## src/rtl/tff_pkg.sv

```systemverilog
// ============================================================================
// Module   : tff_pkg
// Brief    : Shared state encoding and default sizes for the toggle-stage
//            pulse counter.
// Revision : 1.0 - initial release
// ============================================================================
`default_nettype none

package tff_pkg;

  typedef enum logic [1:0] {
    IDLE  = 2'd0,
    ARM   = 2'd1,
    COUNT = 2'd2,
    DONE  = 2'd3
  } state_t;

  localparam int c_def_width       = 8;
  localparam int c_def_sync_stages = 2;
  localparam int c_def_timeout     = 1023;
  localparam int c_timer_w         = 10;

endpackage

`default_nettype wire

```

## src/rtl/tff_sync_edge.sv

```systemverilog
// ============================================================================
// Module   : tff_sync_edge
// Brief    : Multi-flop synchroniser plus registered rising-edge detector for
//            the asynchronous toggle-stage output.
// Revision : 1.0 - initial release
// ============================================================================
`default_nettype none

module tff_sync_edge #(
  parameter int SYNC_STAGES = 2
) (
  input  logic clk,
  input  logic reset,
  input  logic pulse_in,
  output logic rise_edge
);

  logic [SYNC_STAGES-1:0] r_sync;
  logic                   r_s_d1;
  logic                   w_s;

  assign w_s = r_sync[SYNC_STAGES-1];

  // Registering the detector gives a rise-to-edge latency of SYNC_STAGES+1.
  always_ff @(posedge clk) begin
    if (reset) begin
      r_sync    <= '0;
      r_s_d1    <= 1'b0;
      rise_edge <= 1'b0;
    end else begin
      r_sync    <= {r_sync[SYNC_STAGES-2:0], pulse_in};
      r_s_d1    <= w_s;
      rise_edge <= w_s & ~r_s_d1;
    end
  end

endmodule

`default_nettype wire

```

## src/rtl/tff_pulse_counter.sv

```systemverilog
// ============================================================================
// Module   : tff_pulse_counter
// Brief    : Counts synchronised rising edges of the toggle stage against a
//            programmed target with a done/ack handshake.
//            Optional idle timeout: define PULSE_CNT_TIMEOUT_EN.
// Revision : 1.0 - initial release
// ============================================================================
`default_nettype none

module tff_pulse_counter
  import tff_pkg::*;
#(
  parameter int WIDTH       = c_def_width,
  parameter int SYNC_STAGES = c_def_sync_stages
`ifdef PULSE_CNT_TIMEOUT_EN
  ,
  parameter int TIMEOUT     = c_def_timeout
`endif
) (
  input  logic             clk,
  input  logic             reset,
  input  logic             pulse_in,
  input  logic             start,
  input  logic [WIDTH-1:0] target,
  input  logic             ack,
  output logic             busy,
  output logic             done,
  output logic [WIDTH-1:0] count,
  output logic             overflow
`ifdef PULSE_CNT_TIMEOUT_EN
  ,
  output logic             timeout
`endif
);

  state_t           r_state;
  logic [WIDTH-1:0] r_target_q;
  logic             w_edge;
  logic [WIDTH-1:0] w_count_inc;

  assign w_count_inc = count + WIDTH'(1);

  tff_sync_edge #(
    .SYNC_STAGES (SYNC_STAGES)
  ) u_sync_edge (
    .clk       (clk),
    .reset     (reset),
    .pulse_in  (pulse_in),
    .rise_edge (w_edge)
  );

`ifdef PULSE_CNT_TIMEOUT_EN
  logic [c_timer_w-1:0] r_timer;
`endif

  always_ff @(posedge clk) begin
    if (reset) begin
      r_state    <= IDLE;
      r_target_q <= '0;
      busy       <= 1'b0;
      done       <= 1'b0;
      count      <= '0;
      overflow   <= 1'b0;
`ifdef PULSE_CNT_TIMEOUT_EN
      r_timer    <= '0;
      timeout    <= 1'b0;
`endif
    end else begin
      case (r_state)
        IDLE: begin
          if (start) begin
            r_target_q <= target;
            count      <= '0;
            overflow   <= 1'b0;
            busy       <= 1'b1;
            r_state    <= ARM;
`ifdef PULSE_CNT_TIMEOUT_EN
            timeout    <= 1'b0;
`endif
          end
        end
        // Any edge in flight here belongs to a pulse that began before the run.
        ARM: begin
`ifdef PULSE_CNT_TIMEOUT_EN
          r_timer <= '0;
`endif
          if (r_target_q == '0) begin
            busy    <= 1'b0;
            done    <= 1'b1;
            r_state <= DONE;
          end else begin
            r_state <= COUNT;
          end
        end
        COUNT: begin
          if (w_edge) begin
            count <= w_count_inc;
            if (count == '1) begin
              overflow <= 1'b1;
            end
`ifdef PULSE_CNT_TIMEOUT_EN
            r_timer <= '0;
`endif
            if (w_count_inc == r_target_q) begin
              busy    <= 1'b0;
              done    <= 1'b1;
              r_state <= DONE;
            end
          end
`ifdef PULSE_CNT_TIMEOUT_EN
          else if (r_timer == c_timer_w'(TIMEOUT - 1)) begin
            r_timer <= c_timer_w'(TIMEOUT);
            timeout <= 1'b1;
            busy    <= 1'b0;
            done    <= 1'b1;
            r_state <= DONE;
          end else if (r_timer != '1) begin
            r_timer <= r_timer + c_timer_w'(1);
          end
`endif
        end
        DONE: begin
          if (ack) begin
            done    <= 1'b0;
            r_state <= IDLE;
`ifdef PULSE_CNT_TIMEOUT_EN
            timeout <= 1'b0;
`endif
          end
        end
        default: r_state <= IDLE;
      endcase
    end
  end

endmodule

`default_nettype wire

```

## config.mk

```make
export PLATFORM = sky130hd
export DESIGN_NAME = tff_pulse_counter
export DESIGN_NICKNAME = d
export VERILOG_FILES = /design/src/rtl/tff_pkg.sv /design/src/rtl/tff_sync_edge.sv /design/src/rtl/tff_pulse_counter.sv
export SDC_FILE = /design/constraint.sdc
export NUM_CORES = 1
export LEC_CHECK = 0
export CAP_MARGIN = 0
export CORE_ASPECT_RATIO = 1.75
export CORE_UTILIZATION = 35
export DETAILED_ROUTE_END_ITERATION = 10
export GPL_TIMING_DRIVEN = 0
export PLACE_DENSITY = 0.63
export SLEW_MARGIN = 10
export SYNTH_ARGS = -nofsm -noshare
export SYNTH_HDL_FRONTEND = slang
export SYNTH_HIERARCHICAL = 1
export SYNTH_SLANG_ARGS = --single-unit
```

## constraint.sdc

```tcl
create_clock -name clk -period 4.43 [get_ports clk]
set_clock_uncertainty 0.1 [all_clocks]
set_input_delay 0.443 -clock clk [delete_from_list [all_inputs] [get_ports clk]]
set_output_delay 0.443 -clock clk [all_outputs]
set_load 0.05 [all_outputs]
```

* Yosys cells after proc, flatten, opt, wreduce, memory -nomap -nowiden
Index checks and enable logic that the tools add are counted.
Word-level totals: bits in registers 25, output and inout port bits 11, word-level logic and storage cells 57
Operators by class: add/sub/neg operators 1, equality and inequality tests 11, muxes and demuxes 23, bitwise logic cells 2, reduce and logical (&&, ||, !) cells 11
Operators with widths (count):
- $mux 8 | 2
- $pmux 8 s2 | 1
- $mux 1 | 12
- $ne 2x2->1 const B | 5
- $reduce_and 5->1 | 2
- $add 8x1->8 const B | 1
- $eq 8x8->1 | 1
- $eq 8x8->1 const B | 1
- $logic_not 8->1 | 1
- $mux 2 | 4
- $pmux 2 s4 | 1
- $reduce_and 4->1 | 2
- $pmux 1 s3 | 2
- $reduce_bool 3->1 | 2
- $eq 2x2->1 const B | 2
- $reduce_and 3->1 | 1
- $eq 2x1->1 const B | 1
- $logic_not 2->1 | 1
- $ne 2x1->1 const B | 1
- $pmux 1 s2 | 1
- $reduce_and 2->1 | 1
- $reduce_bool 2->1 | 1
- $and 1x1->1 | 1
- $not 1->1 | 1

* Logic depth before layout (Yosys ltp)
word-level depth 5, depth in mapped cells 9

* Cells and area by module
The synthesis kept the hierarchy.
Modules (own cells, without submodules):
- tff_pulse_counter | instances 1, cells each 154, area each 1217.4 µm²
- tff_sync_edge | instances 1, cells each 8, area each 111.4 µm²

* Worst setup path before layout
OpenSTA, ideal clock, no wires.
kind register to register, from register count[0], to register done, arrival 2.341 ns, setup slack 1.865 ns, cell stages (with the launch flop) 8, path buffers 0, period minus slack after synthesis 2.565 ns, cells stage by stage dfxtp_1 ha_1 or3b_2 nand3_1 a31oi_1 a211oi_4 and4_2 o32ai_1
Between the ends: cells in the longest elaborated chain, start to end 4
Ends and longest elaborated chain:
- start, declared | RTL line tff_pulse_counter.sv:28 | output logic [WIDTH-1:0] count,
- start signal, assigned | RTL line tff_pulse_counter.sv:97 | count <= w_count_inc;
- $add 8x1->8 | RTL line tff_pulse_counter.sv:41 | assign w_count_inc = count + WIDTH'(1);
- $eq 8x8->1 | RTL line tff_pulse_counter.sv:104 | if (w_count_inc == r_target_q) begin
- $ne 2x2->1 (no line)
- $reduce_and 5->1 (no line)
- end signal, assigned | RTL line tff_pulse_counter.sv:61 | done <= 1'b0;
- end signal, assigned | RTL line tff_pulse_counter.sv:106 | done <= 1'b1;
- end signal, assigned | RTL line tff_pulse_counter.sv:124 | done <= 1'b0;
- end, declared | RTL line tff_pulse_counter.sv:27 | output logic done,
No other way between the ends. A chain may end at the register's enable or synchronous reset.

* Worst setup path after layout
from register count[0], to register busy
Between the ends: cells in the longest elaborated chain, start to end 4
Ends and longest elaborated chain:
- $add 8x1->8 | RTL line tff_pulse_counter.sv:41
- $eq 8x8->1 | RTL line tff_pulse_counter.sv:104
- $ne 2x2->1 (no line)
- $reduce_and 5->1 (no line)
- end signal, assigned | RTL line tff_pulse_counter.sv:60 | busy <= 1'b0;
- end signal, assigned | RTL line tff_pulse_counter.sv:75 | busy <= 1'b1;
- end signal, assigned | RTL line tff_pulse_counter.sv:105 | busy <= 1'b0;
- end, declared | RTL line tff_pulse_counter.sv:26 | output logic busy,
No other way between the ends.

==> impl_metrics.json <==
{
  "powerDensity_mw_per_mm2": 469,
  "drc_errors": 0,
  "dp_cells": 230,
  "ctsHoldBuffers": 0,
  "fin_area_mm2": 0.00165,
  "synth_area_leaders": "dfxtp_1, a21oi_1, nand3_1, ha_1, nand2_1",
  "avgSynthCellArea_um2": 8.20,
  "clkLatencyLatePin_ns": 0.27,
  "pre_cts_ws_ns": 2.01,
  "htree_levels": 1,
  "port_buffers": 22,
  "start_util": 0.366,
  "viasPerCell": 5.42,
  "synth-edff-count": 0,
  "hold_viol": 0,
  "rr_startpoint": "count[0]$_SDFFE_PP0P_",
  "diodes": 0,
  "cts_tree": "built",
  "drtIter0Drc": 28,
  "hold_path_class": "reg -> reg",
  "vias": 1268,
  "r2r-end": "busy$_SDFFE_PP0P_",
  "fin_crit_sh": 0.553,
  "combPwrFrac": 0.457,
  "reg2reg_depth": 7,
  "min-delay-start": "u_sync_edge/r_s_d1$_SDFF_PP0_",
  "synth_top_area_frac": 0.377,
  "critical-path-top-delay-family": "compound AO/OA/AOI/OAI gates",
  "drive_above_1_share": 0.0745,
  "coreArea_mm2": 0.00363,
  "slowest_delay_ns": 0.46,
  "cts_buffer_depth": 2,
  "vdd_drop_max_uv": 346,
  "fmax_mhz": 408,
  "io_pins": 24,
  "clkPwrFrac": 0.178,
  "area_delta_synth_final_pct": 24.3,
  "ys_warn_count": 6,
  "netSwitchingPower_uw": 319,
  "setup_tns_ns": 0,
  "period_needed_ns": 2.45,
  "gp_congestion": 0.903,
  "grt_start_max_net_pins": 14,
  "num_rows": 29,
  "cp.depth": 7,
  "critPathRequiredTime_ns": 4.51,
  "drtPass1Iterations": 4,
  "grt_pass1_wl_um": 5550,
  "gr-total-overflow": 0,
  "crit_type": "reg -> reg",
  "cp_cell_sequence": "ha_1 > or3b_2 > nand3_1 > a31oi_1 > a211oi_4 > a21oi_1 > a311oi_1",
  "synth_cells": 162,
  "pwr-share-seq": 0.365,
  "dieArea_mm2": 0.00406,
  "synth_top_flop_cell": "dfxtp_1",
  "cts.sinks": 25,
  "track_usage": 0.173,
  "critical_path.endpoint": "busy$_SDFFE_PP0P_",
  "place_area_mm2": 0.00161,
  "stdcell_count": 234,
  "intPower_uw": 455,
  "final_nets": 207,
  "syn_nets": 180,
  "synth_seq_cells": 25,
  "critPathBufInv": 0,
  "maxSlewHeadroom": 0.646,
  "netlist_top_cells_count": "dfxtp_1, a21oi_1, nand2_1",
  "worstMarginPinSlew_ns": 0.531,
  "rsz0062_at_grt": "false",
  "syn_area_mm2": 0.00133,
  "cap_violations": 0,
  "cts_resized": 0,
  "status": "finished, final reports clean",
  "worstPathArrival_ns": 2.53,
  "final-setup-viol-count": 0,
  "cp-end-kind": "flip-flop",
  "start_kind": "flip-flop",
  "clk_pin_slew_ns": 0.09,
  "seq_area_frac_synth": 0.377,
  "cts_buffers": 3,
  "utilization": 0.455,
  "switching_share": 0.413,
  "p_leak_nw": 0.591,
  "ys_types": 39,
  "drt-total-wl_um": 3210,
  "root_buffer": "clkbuf_8",
  "antenna_found_initial": 0,
  "dp_hpwl_um": 2430,
  "synth_most_common_cell": "dfxtp_1",
  "wl_per_cell_um": 13.7,
  "drv_slew": 0,
  "cp_slowest_cell": "or3b_2",
  "antenna_left": 0,
  "fp.dieH_um": 83.5,
  "cp_max_fo": 8,
  "crit_start": "count[0]$_SDFFE_PP0P_",
  "grt_pass1_vias": 1261,
  "whs_path_depth": 1,
  "ys_async_sr_fraction": 0,
  "die_x_um": 48.6,
  "postCtsSetupRepairBufs": 0,
  "timing.final.ws_setup_ns": 1.98,
  "yosysTopAreaCell": "dfxtp_1",
  "rrSetupSlack_ns": 1.98
}
## state kept, by name (all words and copies together) (netlist names), 2 cells and up
register            flops
r_target_q              8
u_sync_edge/r_sync      2
r_state                 2
count                   8
## power groups by stage
stage               sequential [mW]  combinational, mW  clock, mW
finish                        0.283              0.353      0.138
global route                  0.287              0.397      0.151
CTS                           0.283              0.354      0.142
detailed placement            0.288              0.352          0
global placement              0.285              0.341          0
floorplan                     0.305              0.242          0
## worst min-delay path by stage
stage / to
5_1_grt: u_sync_edge/rise_edge$_SDFF_PP0_
2_1_floorplan: u_sync_edge/rise_edge$_SDFF_PP0_
3_3_place_gp: u_sync_edge/rise_edge$_SDFF_PP0_
6_report: u_sync_edge/rise_edge$_SDFF_PP0_
4_1_cts: u_sync_edge/rise_edge$_SDFF_PP0_
3_5_place_dp: u_sync_edge/rise_edge$_SDFF_PP0_
## layer usage
metal | up-vias | wire length, µm | global-route usage
met3 | 6 | 90 | 0.0200
met5 | - | 0 | 0
met2 | 22 | 1750 | 0.321
li1 | 634 | - | -
met1 | 606 | 1300 | 0.188
met4 | 0 | 70 | 0.0856
## area by class of cell
cell class / count / area (µm²)
fillers: 375 / 1980
multi-input cells: 127 / 787
flip-flops and latches: 25 / 500
repair buffers: 22 / 220
well taps: 46 / 57.6
clock buffers: 4 / 45.0
plain buffers: 6 / 26.3
inverters: 4 / 15.0
## placed cells by master (no fill, tap or decap), types with 5 or more instances in the layout
cell type        count
dfxtp_1             25
clkdlybuf4s50_1     22
a21oi_1             18
nand2_1             16
nand3_1             15
nor2_1              14
clkbuf_1             6
xnor2_1              6
nand2b_1             5
ha_1                 5
## cell families (layout without fill, tap and decap cells)
group | after synthesis | count (layout) | share of synthesized area
buffers and inverters | 10 | 36 | 0.0311
adders and majority gates | 5 | 5 | 0.0471
AOI/OAI and AO/OA | 39 | 39 | 0.197
xor gates and xnor gates | 9 | 9 | 0.0593
and+or+nand+nor | 74 | 74 | 0.289
DFF | 25 | 25 | 0.377
## per-stage QoR
| step | hold slack, ns | power, mW |
|---|---|---|
| global route | 0.332 | 0.836 |
| detailed placement | 0.301 | 0.639 |
| global placement | 0.301 | 0.626 |
| finish | 0.321 | 0.774 |
| floorplan | 0.287 | 0.547 |
| CTS | 0.323 | 0.779 |
## worst reg2reg max path, delay by kind of cell, from the launching register on
| kind | cells | cell delay (ns) |
|---|---|---|
| AO/OA/AOI/OAI | 4 | 0.95 |
| adder cells (fa/ha/maj) | 1 | 0.31 |
| flip-flops | 1 | 0.45 |
| AND/OR/NAND/NOR | 2 | 0.55 |
Power figures use the tool's default switching activity.
